### src/rtl/regfile_pkg.sv
// Shared types and constants for the register-file writeback path.
// Contents: word/address typedefs, register names of the 8x16 file, grant enum.
package regfile_pkg;

  localparam int unsigned WORD_W     = 16;
  localparam int unsigned REG_ADDR_W = 3;
  localparam int unsigned NUM_REGS   = 8;

  typedef logic [WORD_W-1:0]     word_t;
  typedef logic [REG_ADDR_W-1:0] reg_addr_t;

  localparam reg_addr_t REG_BA = 3'd0;
  localparam reg_addr_t REG_A1 = 3'd1;
  localparam reg_addr_t REG_A2 = 3'd2;
  localparam reg_addr_t REG_A3 = 3'd3;
  localparam reg_addr_t REG_D0 = 3'd4;
  localparam reg_addr_t REG_D1 = 3'd5;
  localparam reg_addr_t REG_D2 = 3'd6;
  localparam reg_addr_t REG_D3 = 3'd7;

  typedef enum logic {
    GNT_ALU = 1'b0,
    GNT_MEM = 1'b1
  } grant_t;

endpackage

### src/rtl/regfile_write_arbiter_if.sv
// Writeback request bundle for the two requesters (ALU result, memory load).
// master: requester side (drives valid/addr/data, receives ready).
// slave : arbiter side.
interface regfile_write_arbiter_if #(
  parameter int unsigned DATA_W = 16,
  parameter int unsigned ADDR_W = 3
);

  logic              alu_valid;
  logic [ADDR_W-1:0] alu_addr;
  logic [DATA_W-1:0] alu_data;
  logic              alu_ready;

  logic              mem_valid;
  logic [ADDR_W-1:0] mem_addr;
  logic [DATA_W-1:0] mem_data;
  logic              mem_ready;

  modport master (
    output alu_valid, alu_addr, alu_data,
    input  alu_ready,
    output mem_valid, mem_addr, mem_data,
    input  mem_ready
  );

  modport slave (
    input  alu_valid, alu_addr, alu_data,
    output alu_ready,
    input  mem_valid, mem_addr, mem_data,
    output mem_ready
  );

endinterface

### src/rtl/rr_arbiter2.sv
// Two-requester arbiter (ALU vs MEM) with a last-grant flop.
// Ports: clk, rst_n, req_alu, req_mem in; gnt_alu_c, gnt_mem_c out (combinational).
// RR_EN=1 alternates on contention, RR_EN=0 gives MEM fixed priority.
module rr_arbiter2
  import regfile_pkg::*;
#(
  parameter bit RR_EN = 1'b1
) (
  input  logic clk,
  input  logic rst_n,
  input  logic req_alu,
  input  logic req_mem,
  output logic gnt_alu_c,
  output logic gnt_mem_c
);

  grant_t last_grant;

  // A grant never asserts without its request; at most one grant per cycle.
  always_comb begin
    gnt_alu_c = 1'b0;
    gnt_mem_c = 1'b0;
    if (req_alu && req_mem) begin
      if (RR_EN && (last_grant == GNT_MEM)) gnt_alu_c = 1'b1;
      else                                  gnt_mem_c = 1'b1;
    end else begin
      gnt_alu_c = req_alu;
      gnt_mem_c = req_mem;
    end
  end

  // Reset to MEM so the ALU wins the first contention; only contention moves it.
  always_ff @(posedge clk or negedge rst_n) begin
    if (!rst_n) begin
      last_grant <= GNT_MEM;
    end else if (RR_EN && req_alu && req_mem) begin
      last_grant <= gnt_alu_c ? GNT_ALU : GNT_MEM;
    end
  end

endmodule

### src/rtl/regfile_write_arbiter.sv
// Shares the register file's single write port between ALU and load writeback,
// and keeps a busy scoreboard of registers with an outstanding write.
// Ports: clk, rst_n; wb (slave: alu_*/mem_* handshakes); rsv_valid/rsv_addr
// (decode reservation); chk_addr1/2 (decode sources); hazard (combinational);
// busy (registered scoreboard); rf_write/rf_write_address/rf_write_data (to file).
module regfile_write_arbiter
  import regfile_pkg::*;
#(
  parameter bit          RR_EN  = 1'b1,
  parameter int unsigned DATA_W = 16,
  parameter int unsigned ADDR_W = 3
) (
  input  logic                  clk,
  input  logic                  rst_n,
  regfile_write_arbiter_if.slave wb,
  input  logic                  rsv_valid,
  input  logic [ADDR_W-1:0]     rsv_addr,
  input  logic [ADDR_W-1:0]     chk_addr1,
  input  logic [ADDR_W-1:0]     chk_addr2,
  output logic                  hazard,
  output logic [NUM_REGS-1:0]   busy,
  output logic                  rf_write,
  output logic [ADDR_W-1:0]     rf_write_address,
  output logic [DATA_W-1:0]     rf_write_data
);

  logic                gnt_alu;
  logic                gnt_mem;
  logic                xfer;
  logic [ADDR_W-1:0]   xfer_addr;
  logic [DATA_W-1:0]   xfer_data;
  logic [NUM_REGS-1:0] busy_nxt;

  rr_arbiter2 #(
    .RR_EN (RR_EN)
  ) u_arb (
    .clk       (clk),
    .rst_n     (rst_n),
    .req_alu   (wb.alu_valid),
    .req_mem   (wb.mem_valid),
    .gnt_alu_c (gnt_alu),
    .gnt_mem_c (gnt_mem)
  );

  assign wb.alu_ready = gnt_alu;
  assign wb.mem_ready = gnt_mem;

  // A grant implies its valid, so any grant is a transfer.
  assign xfer = gnt_alu | gnt_mem;

  // Payload of the granted requester.
  always_comb begin
    xfer_addr = wb.mem_addr;
    xfer_data = wb.mem_data;
    if (gnt_alu) begin
      xfer_addr = wb.alu_addr;
      xfer_data = wb.alu_data;
    end
  end

  // Clear on retire, then set on reserve so a fresh reservation wins a same-edge clash.
  always_comb begin
    busy_nxt = busy;
    if (xfer)      busy_nxt[xfer_addr] = 1'b0;
    if (rsv_valid) busy_nxt[rsv_addr]  = 1'b1;
  end

  assign hazard = busy[chk_addr1] | busy[chk_addr2] | (rsv_valid & busy[rsv_addr]);

  // One-cycle write stage; address/data hold when idle, reset drops a pending write.
  always_ff @(posedge clk or negedge rst_n) begin
    if (!rst_n) begin
      rf_write         <= 1'b0;
      rf_write_address <= '0;
      rf_write_data    <= '0;
      busy             <= '0;
    end else begin
      rf_write <= xfer;
      busy     <= busy_nxt;
      if (xfer) begin
        rf_write_address <= xfer_addr;
        rf_write_data    <= xfer_data;
      end
    end
  end

endmodule

### src/flat_wrapper.sv
// flat-port wrapper written by rule: the top's interface ports become plain ports
module regfile_write_arbiter_flat import regfile_pkg::*;
#(
  parameter bit          RR_EN  = 1'b1,
  parameter int unsigned DATA_W = 16,
  parameter int unsigned ADDR_W = 3
)
  (clk, rst_n, rsv_valid, rsv_addr, chk_addr1, chk_addr2, hazard, busy, rf_write, rf_write_address, rf_write_data, wb_alu_valid, wb_alu_addr, wb_alu_data, wb_alu_ready, wb_mem_valid, wb_mem_addr, wb_mem_data, wb_mem_ready);
  regfile_write_arbiter_if #(.DATA_W(DATA_W), .ADDR_W(ADDR_W)) wb_i ();
  input  logic clk;
  input  logic rst_n;
  input  logic rsv_valid;
  input  logic [ADDR_W-1:0] rsv_addr;
  input  logic [ADDR_W-1:0] chk_addr1;
  input  logic [ADDR_W-1:0] chk_addr2;
  output logic hazard;
  output logic [NUM_REGS-1:0] busy;
  output logic rf_write;
  output logic [ADDR_W-1:0] rf_write_address;
  output logic [DATA_W-1:0] rf_write_data;
  input wire logic [$bits(wb_i.alu_valid)-1:0] wb_alu_valid;
  input wire logic [$bits(wb_i.alu_addr)-1:0] wb_alu_addr;
  input wire logic [$bits(wb_i.alu_data)-1:0] wb_alu_data;
  output wire logic [$bits(wb_i.alu_ready)-1:0] wb_alu_ready;
  input wire logic [$bits(wb_i.mem_valid)-1:0] wb_mem_valid;
  input wire logic [$bits(wb_i.mem_addr)-1:0] wb_mem_addr;
  input wire logic [$bits(wb_i.mem_data)-1:0] wb_mem_data;
  output wire logic [$bits(wb_i.mem_ready)-1:0] wb_mem_ready;
  assign wb_i.alu_valid = wb_alu_valid;
  assign wb_i.alu_addr = wb_alu_addr;
  assign wb_i.alu_data = wb_alu_data;
  assign wb_alu_ready = wb_i.alu_ready;
  assign wb_i.mem_valid = wb_mem_valid;
  assign wb_i.mem_addr = wb_mem_addr;
  assign wb_i.mem_data = wb_mem_data;
  assign wb_mem_ready = wb_i.mem_ready;
  regfile_write_arbiter #(.RR_EN(RR_EN), .DATA_W(DATA_W), .ADDR_W(ADDR_W)) u_core (.clk(clk), .rst_n(rst_n), .wb(wb_i), .rsv_valid(rsv_valid), .rsv_addr(rsv_addr), .chk_addr1(chk_addr1), .chk_addr2(chk_addr2), .hazard(hazard), .busy(busy), .rf_write(rf_write), .rf_write_address(rf_write_address), .rf_write_data(rf_write_data));
endmodule
### config.mk
export PLATFORM = sky130hd
export DESIGN_NAME = regfile_write_arbiter_flat
export DESIGN_NICKNAME = d
export VERILOG_FILES = /design/src/rtl/regfile_pkg.sv /design/src/rtl/regfile_write_arbiter_if.sv /design/src/rtl/rr_arbiter2.sv /design/src/rtl/regfile_write_arbiter.sv /design/src/flat_wrapper.sv
export SDC_FILE = /design/constraint.sdc
export NUM_CORES = 1
export LEC_CHECK = 0
export CAP_MARGIN = 0
export CELL_PAD_IN_SITES_DETAIL_PLACEMENT = 1
export CELL_PAD_IN_SITES_GLOBAL_PLACEMENT = 2
export CORE_MARGIN = 2
export CORE_UTILIZATION = 22
export DETAILED_ROUTE_END_ITERATION = 10
export HOLD_SLACK_MARGIN = 0.02
export PLACE_DENSITY = 0.85
export SETUP_SLACK_MARGIN = 0.15
export SYNTH_ARGS = -nofsm -noshare
export SYNTH_HDL_FRONTEND = slang
export SYNTH_SLANG_ARGS = --single-unit
export TNS_END_PERCENT = 20
### constraint.sdc
create_clock -name clk -period 1.9 [get_ports clk]
set_input_delay 0.38 -clock clk [delete_from_list [all_inputs] [get_ports clk]]
set_output_delay 0.38 -clock clk [all_outputs]
set_load 0.005 [all_outputs]
After elaboration in Yosys (flattened, before gate mapping)
Cells that the tools add are included.
{"block": "word_totals", "word_cells": 40, "out_inout_bits": 31, "ff_bits": 29, "inputBits": 52}
{"block": "op_classes", "n_reduce_logical": 3, "n_mux": 19, "order_cmp": 6, "bitwise": 7}
{"cell": "$lt A3 B4 Y1 const B", "count": 4}
{"cell": "$mux W16", "count": 1}
{"cell": "$mux W8", "count": 2}
{"cell": "$mux W1", "count": 10}
{"cell": "$bmux W1 S3", "count": 3}
{"cell": "$and A8 B8 Y8", "count": 1}
{"cell": "$not A8 Y8", "count": 1}
{"cell": "$or A8 B8 Y8", "count": 1}
{"cell": "$demux W1 S3", "count": 2}
{"cell": "$ge A3 B1 Y1 const B", "count": 2}
{"cell": "$logic_and A1 B1 Y1", "count": 3}
{"cell": "$mux W3", "count": 1}
{"cell": "$or A1 B1 Y1", "count": 3}
{"cell": "$and A1 B1 Y1", "count": 1}

Depth between registers and ports, before layout
Gate-level depths: netlist of run 1.
{"block": "depth", "ltp_word": 12, "depth_mapped": 6, "mapped_depth_nobuf": 6}

Modules after synthesis
Synthesis of run 1 repeated with hierarchy kept, for this count alone.
{"block": "unflattened", "hier_cells": 147, "hier_area_um2": 1595.3}
{"mod": "regfile_write_arbiter", "cells_per_inst": 141, "area_per_inst_um2": 1537.7, "n_inst": 1, "seq_area_each_um2": 700.7}
{"mod": "rr_arbiter2", "cells_per_inst": 6, "area_per_inst_um2": 57.6, "n_inst": 1, "seq_area_each_um2": 26.3}

Worst setup path before layout of run 1
Ideal clock, no wire load.
{"block": "synth_path", "path_type": "in2out", "from": "in rsv_addr[1]", "to": "out hazard", "path_buffers": 1, "arrival_ps": 1268, "path_slack_ps": 252, "required_ps": 1520, "stages": 4, "path_cell_list": "buf_2 mux4_2 mux2i_1 o211ai_1"}
{"block": "synth_between", "elab_chain_len": 4}
{"element": "start, declared", "line": "flat_wrapper.sv:13", "source": "input logic [ADDR_W-1:0] rsv_addr;"}
{"element": "$bmux W1 S3", "line": "regfile_write_arbiter.sv:68", "source": "assign hazard = busy[chk_addr1] | busy[chk_addr2] | (rsv_valid & busy[rsv_addr]);"}
{"element": "$mux W1 (not written as such)", "line": "regfile_write_arbiter.sv:68"}
{"element": "$and A1 B1 Y1", "line": "regfile_write_arbiter.sv:68"}
{"element": "$or A1 B1 Y1", "line": "regfile_write_arbiter.sv:68"}
{"element": "end, declared", "line": "flat_wrapper.sv:16", "source": "output logic hazard;"}
Every way passes these cells. The select of a mux whose other input is x is not followed.

Worst setup path after layout of run 1
{"block": "layout_path", "from": "in chk_addr2[1]", "to": "out hazard"}
{"block": "layout_between", "elab_chain_len": 4}
{"element": "start, declared", "line": "flat_wrapper.sv:15", "source": "input logic [ADDR_W-1:0] chk_addr2;"}
{"element": "$bmux W1 S3", "line": "regfile_write_arbiter.sv:68"}
{"element": "$mux W1 (not written as such)", "line": "regfile_write_arbiter.sv:68"}
{"element": "$or A1 B1 Y1 (2 in series)", "line": "regfile_write_arbiter.sv:68"}
Every way passes these cells. The select of a mux whose other input is x is not followed.

==> metrics.md, run 1 <==
| Metric | Value |
|---|---|
| Initial Utilization | 0.226 |
| NumNets Final | 335 |
| Io pins | slightly above 80 |
| Worst hold slack | 0.502 ns |
| Core footprint | 7180 µm² |
| Worst vdd ir | 0.000374 V |
| Pre-CTS setup slack | -0.626 ns |
| Most frequent cells in the layout | clkdlybuf4s50_1 (72), nor2_1 (38), buf_4 (33) |
| Antenna violations before repair | 0 |
| Clock Latency Late Sink | 0.28 ns |
| Post-Syn Area | 1620 µm² |
| Sw Ratio | 0.289 |
| H-tree Lvls | 2 |
| Final Hold Viols | 0 |
| Die Span Y | 89.8 µm |
| Routed len/inst | 14.3 µm |
| I/O Buffers | ~80 |
| Setup violators final | 1 |
| Initial DRC count | 40 |
| Worst Path Arrival | 1.57 ns |
| Gpl congestion | 0.841 |
| Num CTS Buffers | 5 |
| HPWL Detailed | 4370 µm |
| Gate Count Post-Synth | 170 |
| Tot GR Track Use | 0.142 |
| Clock Tree Buf Depth | 2 |
| Mapped Avg Cell Area | 9.52 µm² |
| RSZ-0062 raised after global routing | yes |
| CP Max Fanout | 2 |
| DRT Pass-1 Iters | 3 |
| Antenna Cells | 0 |
| Die width | around 90 µm |
| CP Data Required Time | 1.52 ns |
| Hold crit path type | primary input to asynchronous set/reset pin |
| Final Max Tran Viols | 0 |
| Failing checks | negative setup slack |
| Largest net degree at the start of global routing | 30 |
| Yosys reg bits | 29 |
| Via Count | 1705 |
| Post-CTS Hold Buffers | 0 |
| Layout area overhead | 77.0% |
| Mapped Nets | 222 |
| Fillcell total | 823 |
| Max Cap Viol | 0 |
| Rel. slew slack | 0.742 |
| Sink Count | 29 |
| Sequential share of the synthesized area | 0.449 |
| Worst-Margin Slew | 0.387 ns |
| CP max-delay cell | clkdlybuf4s50_1 |
| Type of the worst setup path | primary input to primary output |
| Setup tns final | -0.0472 ns |
| Nature of the critical path startpoint | primary input |
| Crit. End Element | primary output |
| Slack of the critical path | -0.0472 ns |
| Commonest non-fill, non-tap cell in the layout | clkdlybuf4s50_1 |
| First-pass GRT wire length | 9230 µm |
| Num rows | 31 |
| Die area | 8060 µm² |
| Tmin final | 1.95 ns |
| # DRC | 0 |
| P per Cell Area | 931 nW/µm² |
| DRT antenna net count | 0 |
| Vias in the first global route | 1895 |
| Final Skew | 0.00396 ns |
| Comb power frac | 0.423 |
| Buf/Inv on CP | 2 |
| Internal power | between 0.0015 and 0.002 W |
| WL final | 5480 µm |
| Seq pwr share | 0.329 |
| Fin crit share | 1.02 |
| Clk root buf | clkbuf_8 |
| Status | finished, violations left |
| Clk pwr share | 0.249 |
| Share of cells above drive strength 1 | 0.215 |
| P_leak | between 1 and 1.5 nW |
| TritonCTS clock tree | built |
| Overflow after GRT | 0 |
| Highest achievable clock rate | ~510 MHz |
| Post-layout util | 0.399 |
| Kind of cell adding the most delay to the critical path | buffers and inverters |
| Synth Warn # | 0 |
| Sw Pwr | 0.000772 W |
| CP cell instances | clkdlybuf4s50_1, mux4_2, mux2i_1, o211ai_1, buf_2 |
| Slowest Stage Delay on Critical Path | 0.51 ns |
| Overall power | ~0.0027 W |
| Distinct cell type count after synthesis | 33 |
| Worst-path clk slew | around 0.06 ns |
| Vias per cell | 4.45 |
==> stage by stage <==
| stage | cells | instance area [µm²] |
|---|---|---|
| finish | 383 | 2870 |
| global route | 383 | 2870 |
| CTS | 383 | 2860 |
| detailed placement | 372 | 2730 |
| global placement | 372 | 2730 |
| floorplan | 170 | 1620 |
==> area by class of cell <==
| cell class | count | area [µm²] | share of cell area |
|---|---|---|---|
| Sequential cell | 29 | 727 | 0.254 |
| Multi-Input combinational cell | 119 | 796 | 0.278 |
| Inverter | 13 | 48.8 | 0.0170 |
| Clock inverter | 1 | 30.0 | 0.0105 |
| Timing Repair Buffer | 115 | 1050 | 0.368 |
| Tap cell | 99 | 124 | 0.0432 |
| Clock buffer | 7 | 86.3 | 0.0301 |
==> worst paths after layout <==
kind                                             from                         end  slack, ns  cells past startpoint
max                                      chk_addr2[1]                      hazard      -0.05                      5
min                                             rst_n              u_core.busy[2]       0.50                      2
max reg2reg                   u_core.u_arb.last_grant              u_core.busy[0]       0.27                      6
min reg2reg                u_core.rf_write_address[0]  u_core.rf_write_address[0]       0.51                      2
max in group asynchronous                       rst_n     u_core.u_arb.last_grant       1.08                      2
min in group clk           u_core.rf_write_address[0]  u_core.rf_write_address[0]       0.51                      2
==> synth_stat cells <==
cell type   n  area, µm²
a31oi_1     4       25.0
inv_2       1       3.75
nand4b_1    2       17.5
o21ai_0     7       35.0
mux4_2      5        113
dfrtp_1    28        701
a2bb2oi_2   1       15.0
nand2_1     6       22.5
buf_2       5       25.0
o32ai_1     3       26.3
xnor2_1     1       8.76
nand2b_1    1       6.26
inv_1      12       45.0
nor2b_1     2       12.5
nor4b_1     3       26.3
a21oi_1     7       35.0
buf_6       2       22.5
mux2_2      4       45.0
dfstp_2     1       26.3
a21oi_2     1       8.76
nor2_1     38        143
nor2b_4     1       13.8
or4_4       1       11.3
mux2i_1     5       50.1
o22ai_1    17        106
o21ai_1     1       5.00
or2_2       1       6.26
nor3b_1     1       7.51
nand2_2     2       12.5
o211ai_1    3       22.5
nand4_1     1       6.26
o31ai_1     1       7.51
clkbuf_1    2       7.51
==> power groups by stage <==
| stage | logic [W] | registers, W | clock network (W) |
|---|---|---|---|
| finish | 0.00113 | 0.000876 | 0.000663 |
| global route | 0.00123 | 0.000898 | 0.000716 |
| CTS | 0.00114 | 0.000875 | 0.000686 |
| detailed placement | 0.00109 | 0.000900 | 0 |
| global placement | 0.00108 | 0.000892 | 0 |
| floorplan | 0.000390 | 0.000904 | 0 |
==> routing by layer <==
layer	global-route usage	share of wire	vias up
met5	0	0	-
met4	0.0462	0.013	0
met3	0.0411	0.080	7
met2	0.256	0.50	64
met1	0.161	0.40	799
li1	-	-	835
==> kinds of logic after synthesis <==
family                    synth area share
AOI/OAI and AO/OA                    0.177
xor gates and xnor gates           0.00541
buffers and inverters               0.0641
DFF                                  0.449
muxes                                0.128
and+or+nand+nor                      0.176
==> flip-flops by register name, summed over array words and instances (netlist names) <==
| signal | count |
|---|---|
| u_core.rf_write_address | 3 |
| u_core.rf_write_data | 16 |
| u_core.u_arb.last_grant | 1 |
| u_core.rf_write | 1 |
| u_core.busy | 8 |
==> timing repair <==
item,4_1_cts,5_1_grt
setup endpoints to repair,5,4
pin swaps,1,1
gates resized for setup,12,5
buffers inserted,3,0
Power figures use the tool's default switching activity.
==> run 2: changes to the inputs <==
CORE_ASPECT_RATIO = 1.4   (was default)
==> run 2 against run 1 <==
  * The run still ends with negative setup slack left
  * First-iteration DRC count grew 28%
  * Non-clock buffer count grew 1
  * Combinational power is essentially flat
  * Utilization grew 0.28 points
  * Clock skew grew 0.0020 ns
  * Die area grew 0.12%
  * Clock power grew 17%
  * Maximum frequency shrank 2.2%
  * Worst setup slack lost 0.044 ns
  * Largest cell class unchanged
==> metrics.md, run 2 (synthesis gave the netlist of run 1 again) <==
| Metric | Value |
|---|---|
| Status | finished, violations left (unchanged) |
| Failing checks | negative setup slack (unchanged) |
| Die width | 76.5 µm (was 89.8 µm) |
| Post-CTS Hold Buffers | 0 (unchanged) |
| Slack of the critical path | -0.0909 ns (was -0.0472 ns) |
| H-tree Lvls | 2 (unchanged) |
| HPWL Detailed | 4430 µm (was 4370 µm) |
| Io pins | 83 (unchanged) |
| Final Max Tran Viols | 0 (unchanged) |
| Vias per cell | 4.50 (was 4.45) |
| # DRC | 0 (unchanged) |
| Final Skew | 0.00596 ns (was 0.00396 ns) |
| Antenna violations before repair | 0 (unchanged) |
| Hold crit path type | primary input to asynchronous set/reset pin (unchanged) |
| Worst vdd ir | 0.000423 V (was 0.000374 V) |
| Routed len/inst | 14.7 µm (was 14.3 µm) |
| Largest register FFs | 16 (unchanged) |
| Die area | 8070 µm² (was 8060 µm²) |
| RSZ-0062 raised after global routing | yes (unchanged) |
| Vias in the first global route | 1895 (unchanged) |
| Crit. End Element | primary output (unchanged) |
| Rel. slew slack | 0.739 (was 0.742) |
| Sink Count | 29 (unchanged) |
| Tmin final | 1.99 ns (was 1.95 ns) |
| Pre-CTS setup slack | -0.647 ns (was -0.626 ns) |
| DRT antenna net count | 0 (unchanged) |
| NumNets Final | 336 (was 335) |
| First-pass GRT wire length | 9280 µm (was 9230 µm) |
| Num CTS Buffers | 5 (unchanged) |
| Num rows | 37 (was 31) |
| WL final | 5600 µm (was 5480 µm) |
| Initial Utilization | 0.224 (was 0.226) |
| Final Hold Viols | 0 (unchanged) |
| Type of the worst setup path | primary input to primary output (unchanged) |
| Overflow after GRT | 0 (unchanged) |
| Worst-Margin Slew | 0.391 ns (was 0.387 ns) |
| Worst Path Arrival | 1.61 ns (was 1.57 ns) |
| Fillcell total | 869 (was 823) |
| Worst hold slack | 0.480 ns (was 0.502 ns) |
| Highest achievable clock rate | 502 MHz (was 514 MHz) |
| DRT Pass-1 Iters | 4 (was 3) |
| Clock Latency Late Sink | 0.29 ns (was 0.28 ns) |
| Setup violators final | 1 (unchanged) |
| Largest net degree at the start of global routing | 30 (unchanged) |
| Clk root buf | clkbuf_8 (unchanged) |
| Core footprint | 7220 µm² (was 7180 µm²) |
| Die Span Y | 106 µm (was 89.8 µm) |
| P per Cell Area | 965 nW/µm² (was 931 nW/µm²) |
| Layout area overhead | 79.4% (was 77.0%) |
| Initial DRC count | 51 (was 40) |
| Nature of the critical path startpoint | primary input (unchanged) |
| Biggest register | u_core.rf_write_data (unchanged) |
| Largest registers | u_core.rf_write_data: 16 flops, u_core.busy: 8 flops, u_core.rf_write_address: 3 flops (unchanged) |
| Commonest non-fill, non-tap cell in the layout | clkdlybuf4s50_1 (unchanged) |
| CP Data Required Time | 1.52 ns (about the same) |
| TritonCTS clock tree | built (unchanged) |
| Worst-path clk slew | 0.07 ns (was 0.06 ns) |
| Clock Tree Buf Depth | 2 (unchanged) |
| Fin crit share | 1.05 (was 1.02) |
| P_leak | 1.24 nW (was 1.22 nW) |
| Via Count | 1718 (was 1705) |
| I/O Buffers | 82 (unchanged) |
| Share of cells above drive strength 1 | 0.225 (was 0.215) |
| Gpl congestion | 0.729 (was 0.841) |
| Max Cap Viol | 0 (unchanged) |
| Antenna Cells | 0 (unchanged) |
| CP Max Fanout | 2 (unchanged) |
| Tot GR Track Use | 0.147 (was 0.142) |
| Most frequent cells in the layout | clkdlybuf4s50_1 (71), nor2_1 (38), buf_4 (32) (was clkdlybuf4s50_1 (72), nor2_1 (38), buf_4 (33)) |
==> run 2: routing by layer <==
| metal | part of all wire | vias up | GRT usage |
|---|---|---|---|
| met3 | 0.063 | 7 | 0.0445 |
| met1 | 0.36 | 822 | 0.152 |
| met2 | 0.56 | 55 | 0.279 |
| met4 | 0.013 | 0 | 0.0429 |
| li1 | - | 834 | - |
| met5 | 0 | - | 0 |
==> run 2: worst paths after layout <==
path,start,endpoint,slack (ns),cells after the start
hold reg to reg,u_core.rf_write_address[0],u_core.rf_write_address[0],0.50,2
hold / removal,rst_n,u_core.rf_write_data[7],0.48,2
setup / recovery,chk_addr1[2],hazard,-0.09,5
setup reg to reg,u_core.u_arb.last_grant,u_core.busy[0],0.36,5
max in group asynchronous,rst_n,u_core.u_arb.last_grant,1.10,2
min in group clk,u_core.rf_write_address[0],u_core.rf_write_address[0],0.50,2
==> run 2: final cells by class <==
class,count,area [µm²],share of cell area
tap,97,121,0.0418
clock inverter,3,65.1,0.0224
multi-input combinational,119,798,0.275
sequential,29,727,0.250
inverter,13,48.8,0.0168
clock buffer,5,68.8,0.0237
timing repair buffer,116,1070,0.370
==> run 2: stage by stage <==
stage	utilization	area [µm²]	instances	power (W)	setup TNS (ns)
after global placement	0.381	2750	371	0.00199	-1.66
after detailed placement	0.381	2750	371	0.00202	-1.76
final	0.402	2900	382	0.00280	-0.0909
after floorplan	-	1620	170	0.00129	0
after CTS	0.399	2880	380	0.00283	-0.0810
after global routing	0.402	2900	382	0.00299	-0.217
==> run 2: report_power, final <==
| part | switching, W | total (W) | internal, W |
|---|---|---|---|
| Clock | 0.000257 | 0.000778 | 0.000521 |
| Combinational | 0.000438 | 0.00115 | 0.000709 |
| Sequential | 0.000105 | 0.000877 | 0.000772 |
==> run 2: worst max-delay path, cell delays in order <==
cell and delay (ns):
clkdlybuf4s50_1 0.51, mux4_2 0.31, mux2i_1 0.16, o211ai_1 0.12, buf_2 0.14
==> run 2: timing repair <==
action                                  in CTS  in global routing
setup buffers                                1                  2
pin swaps                                    2                  1
gates resized for setup                     16                  3
endpoints found under the setup margin       5                  4
==> run 3: changes to the inputs <==
GPL_TIMING_DRIVEN = 0   (was default)
==> run 3 against run 2 <==
  * The run still ends with negative setup slack left
  * Worst hold slack got worse by 0.35 ns
  * First-iteration DRC count unchanged
  * Critical path depth unchanged
  * Flip-flop and latch count unchanged
  * Combinational power fell by 8%
  * Cell count shrank 5.0%
  * Global-route usage shrank 0.23 points
  * Non-clock buffer count shrank 19
  * Critical path type unchanged
  * Critical endpoint unchanged
  * Largest power group unchanged
==> metrics.md, run 3 (synthesis gave the netlist of run 1 again) <==
| Metric | Value |
|---|---|
| Status | finished, violations left (unchanged) |
| Failing checks | negative setup slack (unchanged) |
| Largest registers | u_core.rf_write_data: 16 flops, u_core.busy: 8 flops, u_core.rf_write_address: 3 flops (unchanged) |
| Fillcell total | 864 (was 869) |
| Worst-path clk slew | 0.07 ns (about the same) |
| Share of cells above drive strength 1 | 0.192 (was 0.225) |
| Vias per cell | 4.52 (was 4.50) |
| Final Skew | 0.00475 ns (was 0.00596 ns) |
| Tot GR Track Use | 0.144 (was 0.147) |
| Overflow after GRT | 0 (unchanged) |
| Antenna violations before repair | 0 (unchanged) |
| Io pins | 83 (unchanged) |
| Core footprint | 7220 µm² (unchanged) |
| Die width | 76.5 µm (unchanged) |
| Biggest register | u_core.rf_write_data (unchanged) |
| Hold crit path type | primary input to asynchronous set/reset pin (unchanged) |
| H-tree Lvls | 2 (unchanged) |
| Crit. End Element | primary output (unchanged) |
| Slack of the critical path | -0.0812 ns (was -0.0909 ns) |
| P_leak | 1.12 nW (was 1.24 nW) |
| WL final | 5370 µm (was 5600 µm) |
| Initial Utilization | 0.224 (unchanged) |
| Post-CTS Hold Buffers | 0 (unchanged) |
| CP Max Fanout | 2 (unchanged) |
| Pre-CTS setup slack | -0.821 ns (was -0.647 ns) |
| Antenna Cells | 0 (unchanged) |
| Largest net degree at the start of global routing | 30 (unchanged) |
| TritonCTS clock tree | built (unchanged) |
| Fin crit share | 1.04 (was 1.05) |
| First-pass GRT wire length | 9320 µm (was 9280 µm) |
| RSZ-0062 raised after global routing | yes (unchanged) |
| Highest achievable clock rate | 505 MHz (was 502 MHz) |
| Setup tns final | -0.0812 ns (was -0.0909 ns) |
| Initial DRC count | 51 (unchanged) |
| Overall power | 0.00245 W (was 0.00280 W) |
| Top Usage Layer GRT | met2 (unchanged) |
| Clk root buf | clkbuf_8 (unchanged) |
| Nature of the critical path startpoint | primary input (unchanged) |
| Commonest non-fill, non-tap cell in the layout | clkdlybuf4s50_1 (unchanged) |
| Setup violators final | 1 (unchanged) |
| Gpl congestion | 0.750 (was 0.729) |
| Type of the worst setup path | primary input to primary output (unchanged) |
| HPWL Detailed | 4120 µm (was 4430 µm) |
| Post-layout util | 0.379 (was 0.402) |
| Met3 GRT Util | 0.0428 (was 0.0445) |
| Die area | 8070 µm² (unchanged) |
| Met1 Use GR | 0.160 (was 0.152) |
| DRT antenna net count | 0 (unchanged) |
| Worst vdd ir | 0.000423 V (about the same) |
| Rel. slew slack | 0.550 (was 0.739) |
| P per Cell Area | 896 nW/µm² (was 965 nW/µm²) |
| I/O Buffers | 79 (was 82) |
| Num CTS Buffers | 5 (unchanged) |
| Routed len/inst | 14.8 µm (was 14.7 µm) |
| # DRC | 0 (unchanged) |
| Sink Count | 29 (unchanged) |
| Clock Tree Buf Depth | 2 (unchanged) |
| Max Cap Viol | 0 (unchanged) |
| Most frequent cells in the layout | clkdlybuf4s50_1 (71), nor2_1 (38), dfrtp_1 (26) (was clkdlybuf4s50_1 (71), nor2_1 (38), buf_4 (32)) |
| Tmin final | 1.98 ns (was 1.99 ns) |
| Clock Latency Late Sink | 0.29 ns (about the same) |
| Final Hold Viols | 0 (unchanged) |
| GR Util met2 | 0.262 (was 0.279) |
| DRT Pass-1 Iters | 4 (unchanged) |
| Largest register FFs | 16 (unchanged) |
| Die Span Y | 106 µm (unchanged) |
| Num rows | 37 (unchanged) |
| NumNets Final | 317 (was 336) |
| Vias in the first global route | 1805 (was 1895) |
| Final Max Tran Viols | 0 (unchanged) |
| Layout area overhead | 69.2% (was 79.4%) |
| Via Count | 1642 (was 1718) |
| CP Data Required Time | 1.52 ns (about the same) |
| Worst Path Arrival | 1.60 ns (was 1.61 ns) |
| Worst-Margin Slew | 0.675 ns (was 0.391 ns) |
run 3: changes by cell type in the layout (fill, tap and decap cells not counted), moves of 2 or more:
cell	delta
nand2_2	-3
dlygate4sd2_1	-4
dfrtp_1	-2
dfrtp_2	+2
nand2_8	+2
clkbuf_1	+2
buf_4	-23
buf_2	+4
bufinv_16	-2
buf_6	+3
run 3: what timing repair did:
item | 4_1_cts | 5_1_grt
pin swaps | 4 | 3
buffers inserted | 9 | 0
resized for setup | 35 | 3
setup endpoints to repair | 3 | 3
hold endpoints to repair | 0 | 0
gates cloned | 0 | 0
run 3: worst max-delay path: stages:
cell,delay [ns]
dlygate4sd2_1,0.29
mux4_2,0.53
mux2i_1,0.15
o211ai_1,0.11
buf_2,0.14
run 3: layout make-up:
class / count / area (µm²) / area share
inverters: 13 / 53.8 / 0.0196
flip-flops and latches: 29 / 729 / 0.266
multi-input cells: 119 / 831 / 0.303
well taps: 97 / 121 / 0.0443
clock buffers: 6 / 72.6 / 0.0265
plain buffers: 9 / 81.3 / 0.0297
repair buffers: 88 / 840 / 0.307
clock inverters: 2 / 10.0 / 0.00365
run 3: per-stage QoR:
step                      std cells  hold WS, ns  area, µm²
final                           363        0.130       2740
after CTS                       363        0.363       2740
after global routing            363        0.163       2740
after detailed placement        346        0.503       2530
after global placement          346        0.486       2530
after floorplan                 170       0.0844       1620
run 3: final timing paths:
path	depth (start not counted)	end	slack, ns	start
hold / removal	1	u_core.rf_write_data[0]	0.13	rst_n
max in group asynchronous	1	u_core.busy[6]	1.29	rst_n
min in group clk	3	u_core.u_arb.last_grant	0.37	wb_mem_valid
setup reg to reg	5	u_core.busy[1]	0.25	u_core.u_arb.last_grant
hold reg to reg	2	u_core.rf_write_data[9]	0.51	u_core.rf_write_data[9]
setup / recovery	5	hazard	-0.08	chk_addr1[1]
run 3: per-layer routing:
layer,wire length (µm),vias to the layer above
li1,-,804
met1,2060,770
met2,2860,59
met3,355,9
met4,85,0
met5,0,-
run 3: where the power goes:
part           total [W]  internal, W  switching, W
Combinational    0.00106     0.000636      0.000421
Sequential      0.000900     0.000775      0.000125
Clock           0.000498     0.000253      0.000245
Total            0.00245      0.00166      0.000790
